File: config.mk
export PLATFORM = sky130hd
export DESIGN_NAME = hazard_ctrl
export DESIGN_NICKNAME = d
export VERILOG_FILES = /design/src/rtl/cpu_pkg.sv /design/src/rtl/fwd_sel.sv /design/src/rtl/hazard_ctrl.sv
export SDC_FILE = /design/constraint.sdc
export NUM_CORES = 1
export LEC_CHECK = 0
export ABC_AREA = 0
export BUFFER_PORTS_ARGS = -buffer_cell sky130_fd_sc_hd__buf_2
export CAP_MARGIN = 5
export CORE_ASPECT_RATIO = 1.1
export CORE_UTILIZATION = 45
export CTS_CLUSTER_DIAMETER = 150
export DETAILED_ROUTE_END_ITERATION = 8
export GPL_ROUTABILITY_DRIVEN = 0
export PLACE_DENSITY = 0.71
export RECOVER_POWER = 25
export SYNTH_ARGS = -nofsm -noshare
export SYNTH_HDL_FRONTEND = slang
export SYNTH_SLANG_ARGS = --single-unit
File: constraint.sdc
create_clock -name clk -period 3.6 [get_ports clk]
set_input_delay 0.36 -clock clk [delete_from_list [all_inputs] [get_ports clk]]
set_output_delay 0.36 -clock clk [all_outputs]
set_load 0.03 [all_outputs]
File: src/rtl/cpu_pkg.sv
// Shared types for the MIPS core pipeline control: forwarding selects,
// redirect FSM states and the per-stage scoreboard slot.
package cpu_pkg;

    localparam int REG_IDX_W = 5;

    typedef enum logic [1:0] {
        FWD_RF = 2'b00,
        FWD_M  = 2'b01,
        FWD_W  = 2'b10
    } fwd_sel_t;

    typedef enum logic {
        REDIR_IDLE = 1'b0,
        REDIR_PEND = 1'b1
    } redir_state_t;

    typedef struct packed {
        logic                 valid;
        logic [REG_IDX_W-1:0] dst;
        logic                 regwrite;
        logic                 memtoreg;
    } stage_sb_t;

    localparam stage_sb_t SB_EMPTY = '0;

    // A slot only produces a result worth waiting for or forwarding when it
    // really writes a non-zero register.
    function automatic logic sb_hit(input stage_sb_t s, input logic [REG_IDX_W-1:0] src);
        return s.valid && s.regwrite && (s.dst != '0) && (s.dst == src);
    endfunction

endpackage

File: src/rtl/fwd_sel.sv
// Operand source select for one register index against the M and W slots.
module fwd_sel
    import cpu_pkg::*;
(
    input  logic [REG_IDX_W-1:0] src,
    input  stage_sb_t            slot_m,
    input  stage_sb_t            slot_w,
    output fwd_sel_t             sel
);

    // A load in M has no data yet, so it never forwards from M.
    always_comb begin
        sel = FWD_RF;
        if (sb_hit(slot_m, src) && !slot_m.memtoreg) begin
            sel = FWD_M;
        end else if (sb_hit(slot_w, src)) begin
            sel = FWD_W;
        end
    end

endmodule

File: src/rtl/hazard_ctrl.sv
// Hazard controller beside decode: shadow scoreboard of E/M/W, stall and
// bubble generation, operand forwarding selects and a held branch redirect.
module hazard_ctrl
    import cpu_pkg::*;
#(
    parameter int REG_W  = REG_IDX_W,
    parameter int ADDR_W = 32
) (
    input  logic              clk,
    input  logic              resetn,
    input  logic              d_valid,
    input  logic [REG_W-1:0]  rsD,
    input  logic [REG_W-1:0]  rtD,
    input  logic              d_use_rs,
    input  logic              d_use_rt,
    input  logic              d_branch,
    input  logic [REG_W-1:0]  d_dst,
    input  logic              d_regwrite,
    input  logic              d_memtoreg,
    input  logic              j_taken,
    input  logic [ADDR_W-1:0] j_target,
    input  logic              i_busy,
    input  logic              dm_busy,
    output logic              stallF,
    output logic              stallD,
    output logic              stallE,
    output logic              stallM,
    output logic              bubbleE,
    output logic              bubbleW,
    output logic [1:0]        fwd_rsD,
    output logic [1:0]        fwd_rtD,
    output logic [1:0]        fwd_rsE,
    output logic [1:0]        fwd_rtE,
    output logic              pc_redirect,
    output logic [ADDR_W-1:0] redirect_target
);

    stage_sb_t        sb_e, sb_m, sb_w, d_slot;
    logic [REG_W-1:0] rs_e, rt_e;
    logic             use_rs_e, use_rt_e;
    logic [REG_W-1:0] src_rs_d, src_rt_d, src_rs_e, src_rt_e;
    logic             load_use, branch_haz;
    fwd_sel_t         sel_rs_d, sel_rt_d, sel_rs_e, sel_rt_e;
    redir_state_t     state, state_nx;
    logic             take_branch;

    assign d_slot = '{valid: d_valid, dst: d_dst, regwrite: d_regwrite, memtoreg: d_memtoreg};

    // Unread operands are steered to $0, which never matches a live slot.
    assign src_rs_d = (d_valid && d_use_rs) ? rsD : '0;
    assign src_rt_d = (d_valid && d_use_rt) ? rtD : '0;
    assign src_rs_e = (sb_e.valid && use_rs_e) ? rs_e : '0;
    assign src_rt_e = (sb_e.valid && use_rt_e) ? rt_e : '0;

    assign load_use   = sb_e.memtoreg && (sb_hit(sb_e, src_rs_d) || sb_hit(sb_e, src_rt_d));
    assign branch_haz = d_branch &&
                        (sb_hit(sb_e, src_rs_d) || sb_hit(sb_e, src_rt_d) ||
                         (sb_m.memtoreg && (sb_hit(sb_m, src_rs_d) || sb_hit(sb_m, src_rt_d))));

    // NOTE: every combinational output gets a default first so no latch is inferred.
    always_comb begin
        stallF  = 1'b0;
        stallD  = 1'b0;
        stallE  = 1'b0;
        stallM  = 1'b0;
        bubbleE = 1'b0;
        bubbleW = 1'b0;
        if (resetn) begin
            if (dm_busy) begin
                stallF  = 1'b1;
                stallD  = 1'b1;
                stallE  = 1'b1;
                stallM  = 1'b1;
                bubbleW = 1'b1;
            end else if (load_use || branch_haz || i_busy) begin
                stallF  = 1'b1;
                stallD  = 1'b1;
                bubbleE = 1'b1;
            end
        end
    end

    fwd_sel u_fwd_rs_d (.src(src_rs_d), .slot_m(sb_m), .slot_w(sb_w), .sel(sel_rs_d));
    fwd_sel u_fwd_rt_d (.src(src_rt_d), .slot_m(sb_m), .slot_w(sb_w), .sel(sel_rt_d));
    fwd_sel u_fwd_rs_e (.src(src_rs_e), .slot_m(sb_m), .slot_w(sb_w), .sel(sel_rs_e));
    fwd_sel u_fwd_rt_e (.src(src_rt_e), .slot_m(sb_m), .slot_w(sb_w), .sel(sel_rt_e));

    assign fwd_rsD = sel_rs_d;
    assign fwd_rtD = sel_rt_d;
    assign fwd_rsE = sel_rs_e;
    assign fwd_rtE = sel_rt_e;

    // NOTE: state registers use non-blocking assignments so all stages shift on the same edge.
    always_ff @(posedge clk or negedge resetn) begin
        if (!resetn) begin
            sb_e     <= SB_EMPTY;
            sb_m     <= SB_EMPTY;
            sb_w     <= SB_EMPTY;
            rs_e     <= '0;
            rt_e     <= '0;
            use_rs_e <= 1'b0;
            use_rt_e <= 1'b0;
        end else begin
            if (!stallE) begin
                sb_e     <= bubbleE ? SB_EMPTY : d_slot;
                rs_e     <= rsD;
                rt_e     <= rtD;
                use_rs_e <= d_use_rs;
                use_rt_e <= d_use_rt;
            end
            if (!stallM) begin
                sb_m <= sb_e;
            end
            sb_w <= bubbleW ? SB_EMPTY : sb_m;
        end
    end

    // Redirect is held until fetch is free to take it; the delay slot in D
    // guarantees no second taken branch arrives meanwhile.
    always_comb begin
        state_nx    = state;
        take_branch = 1'b0;
        case (state)
            REDIR_IDLE: begin
                if (d_valid && j_taken && !stallD) begin
                    take_branch = 1'b1;
                    state_nx    = REDIR_PEND;
                end
            end
            REDIR_PEND: begin
                if (!stallF) begin
                    state_nx = REDIR_IDLE;
                end
            end
            default: state_nx = REDIR_IDLE;
        endcase
    end

    always_ff @(posedge clk or negedge resetn) begin
        if (!resetn) begin
            state           <= REDIR_IDLE;
            redirect_target <= '0;
        end else begin
            state <= state_nx;
            if (take_branch) begin
                redirect_target <= j_target;
            end
        end
    end

    assign pc_redirect = (state == REDIR_PEND);

endmodule

# --- Yosys cells after proc, flatten, opt, wreduce, memory -nomap -nowiden ---
# Cells that the tools add are included.
word_totals:
  reg_bits: 68
  output_inout_bits: 47
  in_bits: 58
classes:
  bitwise_logic: 1
  n_reduce_logical: 39
  n_eq_ne: 10
  n_mux: 25
op_table:
  columns: ["operator", "count"]
  rows:
  - ["$eq 5x5->1", 10]
  - ["$logic_and 1x1->1", 29]
  - ["$mux 5", 4]
  - ["$mux 2", 8]
  - ["$mux 8", 2]
  - ["$reduce_bool 5->1", 3]
  - ["$mux 1", 10]
  - ["$logic_or 1x1->1", 5]
  - ["$logic_not 1->1", 2]
  - ["$pmux 1 s2", 1]
  - ["$not 1->1", 1]

# --- Logic depth before layout (Yosys ltp) ---
depth:
  word_depth: 17
  ltp_mapped: 10
  depth_no_buf: 7

# --- Modules after synthesis ---
# From an unflattened synthesis, not the netlist that was laid out.
unflattened:
  cells_unflattened: 476
  area_unflattened_um2: 4340.4
modules_own_cells:
  columns: ["mod", "seq_area_each_um2", "cells_each", "instances", "area_each_um2"]
  rows:
  - ["hazard_ctrl", 1726.7, 396, 1, 3699.8]
  - ["fwd_sel", 0.0, 20, 4, 160.2]

# --- Least setup slack after synthesis ---
# No wires, ideal clock.
synth_path:
  path_kind: "flip-flop to output port"
  from: "reg sb_e[7] (netlist name)"
  to: "out fwd_rtE[1]"
  setup_slack_ns: 0.911
  t_arrival_ns: 2.329
  path_stages_with_launch: 7
  path_cell_list: "dfrtp_1 > and2_1 > clkbuf_1 > o21ai_0 > a22oi_1 > nor3_1 > nor4_1"
synth_between:
  elab_chain_len: 6
  elab_cells_between_ends: 9
  cone_classes: "eq/ne: 2; mux: 3; reduce/logical: 4"
synth_lines:
  columns: ["item", "line_no", "source"]
  rows:
  - ["start: declaration", "hazard_ctrl.sv:38", "stage_sb_t sb_e, sb_m, sb_w, d_slot;"]
  - ["start signal: assignment", "hazard_ctrl.sv:105", "sb_e <= bubbleE ? SB_EMPTY : d_slot;"]
  - ["$logic_and 1x1->1 *", "hazard_ctrl.sv:53", "assign src_rt_e = (sb_e.valid && use_rt_e) ? rt_e : '0;"]
  - ["$mux 5 *", "hazard_ctrl.sv:53", null]
  - ["$eq 5x5->1", "cpu_pkg.sv:30", "return s.valid && s.regwrite && (s.dst != '0) && (s.dst == src);"]
  - ["$logic_and 1x1->1", "cpu_pkg.sv:30", null]
  - ["$mux 2 or $logic_and 1x1->1 (tied branches)", "fwd_sel.sv:16, fwd_sel.sv:14", null]
  - ["$mux 2 *", "fwd_sel.sv:14", "if (sb_hit(slot_m, src) && !slot_m.memtoreg) begin"]
  - ["end: declaration", "hazard_ctrl.sv:33", "output logic [1:0] fwd_rtE,"]
# Every way passes the cells marked *; elsewhere a longest branch is shown, timed or not.

# --- Worst setup path after layout ---
layout_path:
  from: "in resetn"
  to: "out bubbleE"
layout_between:
  elab_chain_len: 1
layout_lines:
  columns: ["item", "line_no", "source"]
  rows:
  - ["start: declaration", "hazard_ctrl.sv:10", "input logic resetn,"]
  - ["$mux 1", "hazard_ctrl.sv:68", "if (resetn) begin"]
  - ["end: declaration", "hazard_ctrl.sv:28", "output logic bubbleE,"]
# Every way passes these cells.

==> flow_summary.toml <==
[run_status]
outcome = "completed"

[worst_setup_path]
start_kind = "primary input"
slowest_stage = "buf_4"
cp-end-kind = "primary output"
path_cells = "dlygate4sd3_1 -> buf_2 -> buf_4 -> nor3b_1 -> buf_2"
critPathTopFamily = "buffers and inverters"
crit_path_frequent_cell = "buf_2"
setup.worst_path.class = "primary input to primary output"
path_buf_inv = 4
arrival_ps = 2440
cp.depth = 5
path_max_fanout = 50
r2r_cells = 8
worstPathRequired_ps = 3240
max_stage_delay_ps = 630

[yosys]
syn_area_um2 = 4053
synth_edf_count = 0
syn_inst = 406
ys_types = 54
syn-num-nets = 464
yosys_register_bits = 68
yosys_warnings = 0
synthArstFlopShare_pct = 100.0
synth_seq_area_share_pct = 41.99
syn_area_per_cell_um2 = 9.982
yosys_most_used_dff = "dfrtp_1"

[grt]
antenna_found_initial = 0
grt_overflow_total = 0
grt_first_pass_wirelength_um = 16090
grt_pass1_vias = 3352
grt_use_total_pct = 21.87
grt_max_degree = 51

[floorplan]
rows = 35
initial_utilization_pct = 47.46
die_w_um = 92.48
ioPinCount = 105
die-area_um2 = 9389
coreArea_um2 = 8539
die_h_um = 101.5

[sta]
worstMarginPinSlew_ps = 699.8
rsz0062_at_grt = "no"
finalSetupViolCount = 0
hold_viol_final = 0
drv_slew = 0
finClkSkew_ps = 12.66
max_freq_ghz = 0.3572
slew_headroom_pct = 53.03
tns_ps = 0
period_needed_ps = 2800
fin_crit_sh_pct = 77.77

[cts]
cts_tree = "done"
cts_root_buffer = "clkbuf_8"
clockBufferDepth = 2
clk_latency_ps = 350
clock-sinks = 68
htree_levels = 3
cts_buffers = 9
path_clk_slew_ps = 90

[placed_design]
port_buffers = 104
dp_hpwl_um = 7056

[finish]
layout_common_cells = "buf_2, nand2_1, dfrtp_1, nor2_1, mux2_4"
layout_commonest_cell = "buf_2"
regArea_um2 = 1702
layout-drive-gt1-share_pct = 29.64
multi_input_area_um2 = 2105
syn_to_final_growth_pct = 15.96
diodes = 0
nets = 549
num-fill-cells = 789

[pwr]
p_leak_nw = 2.141
power_density_nw_per_um2 = 506.7
irDropWorstVdd_uv = 384.8
power_w = 0.002381

[route]
vias = 3361
wl_um = 9712
ant_nets = 0
drt-initial-drc-count = 151
wl_per_cell_um = 16.00
first_pass_iters = 5
drc = 0
via_per_inst = 5.537

[hold_path]
hold_class = "primary input to register"
min_path_cells = 2

[run]
maxCapViolCount = 0
-- timing repair --
action | in CTS | in global routing
hold buffers | 1 | 0
resized for setup | 0 | 0
endpoints found under the hold margin | 19 | 0
setup buffers | 0 | 0
-- flip-flops by register name, indices dropped and copies added, names as in the netlist --
| register | cells |
|---|---|
| redirect_target | 32 |
| sb_e | 8 |
| sb_m | 8 |
| sb_w | 7 |
| rs_e | 5 |
| rt_e | 5 |
| pc_redirect | 1 |
| use_rs_e | 1 |
| use_rt_e | 1 |
-- synth_stat cells, drive strengths merged, types with 2 or more instances --
cell type	n	share of area, %
a21oi	5	0.90
a22oi	5	1.0
a31oi	14	2.3
a32o	9	2.2
and2	11	1.8
and3	2	0.31
buf	25	4.9
clkbuf	12	1.1
dfrtp	68	42
mux2	32	12
nand2	76	7.1
nand3	8	1.1
nand3b	2	0.37
nand4	9	1.7
nand4b	4	0.86
nor2	31	2.9
nor2b	3	0.46
nor3	4	0.49
nor4bb	12	3.0
o21ai	22	2.7
o32ai	6	1.3
xnor2	21	4.5
xor2	8	1.7
-- final cells by class --
cell class | count | share of cell area [%]
flip-flops and latches | 68 | 36.21
clock inverters | 7 | 1.784
clock buffers | 9 | 2.636
repair buffers | 111 | 11.55
well taps | 111 | 2.955
inverters | 1 | 0.07987
multi-input cells | 300 | 44.78
-- logic make-up after synthesis --
family / count (synthesis) / synth area share (%)
buf+inv: 38 / 6.082
compound gates: 69 / 12.44
simple gates: 170 / 21.64
mux: 32 / 11.58
xor+xnor: 29 / 6.268
flops: 68 / 41.99
-- stage by stage --
step / area, um2 / setup WS (ps) / hold slack, ps / utilization, % / instances
floorplan: 4053 / 911.4 / 64.41 / - / 406
global placement: 4514 / 1009 / 367.6 / 52.86 / 590
detailed placement: 4514 / 971.4 / 366.9 / 52.86 / 590
CTS: 4732 / 678.2 / 222.7 / 55.41 / 607
global route: 4700 / 524.1 / 218.1 / 55.03 / 607
finish: 4700 / 800.4 / 232.4 / 55.03 / 607
-- worst register-to-register path, stage by stage, from the launching register on --
cell     delay [ps]
dfrtp_1         530
nor3_1          310
a211o_1         180
a31oi_1          50
a22oi_2         200
nand3_2         150
a21oi_4         140
buf_4           490
mux2_2          410
-- metal layers --
| metal | part of all wire [%] | wire length (um) | GRT usage [%] |
|---|---|---|---|
| met5 | 0 | 0 | 0 |
| met4 | 2.0 | 192 | 8.654 |
| met3 | 6.8 | 663 | 5.180 |
| met2 | 48 | 4700 | 36.70 |
| met1 | 43 | 4155 | 27.35 |
-- report_power, final --
group / leakage (nW) / internal [W] / switching, W / total [W]
sequential: 0.823 / 0.000889 / 0.000123 / 0.00101
clock: 0.102 / 0.000332 / 0.000328 / 0.000660
combinational: 1.22 / 0.000291 / 0.000418 / 0.000709
-- worst paths after layout --
| check | start | endpoint | slack (ps) |
|---|---|---|---|
| worst max-delay path | resetn | bubbleE | 800 |
| worst min-delay path | j_target[5] | redirect_target[5]$_DFFE_PN0P_ | 230 |
| worst max register to register | sb_m[2]$_DFFE_PN0N_ | redirect_target[2]$_DFFE_PN0P_ | 1030 |
| worst min register to register | sb_m[1]$_DFFE_PN0N_ | sb_m[1]$_DFFE_PN0N_ | 490 |
| max in group asynchronous | resetn | sb_e[2]$_DFFE_PN0N_ | 2060 |
| min in group asynchronous | resetn | sb_m[2]$_DFFE_PN0N_ | 520 |
(Power assumes the default switching activity.)
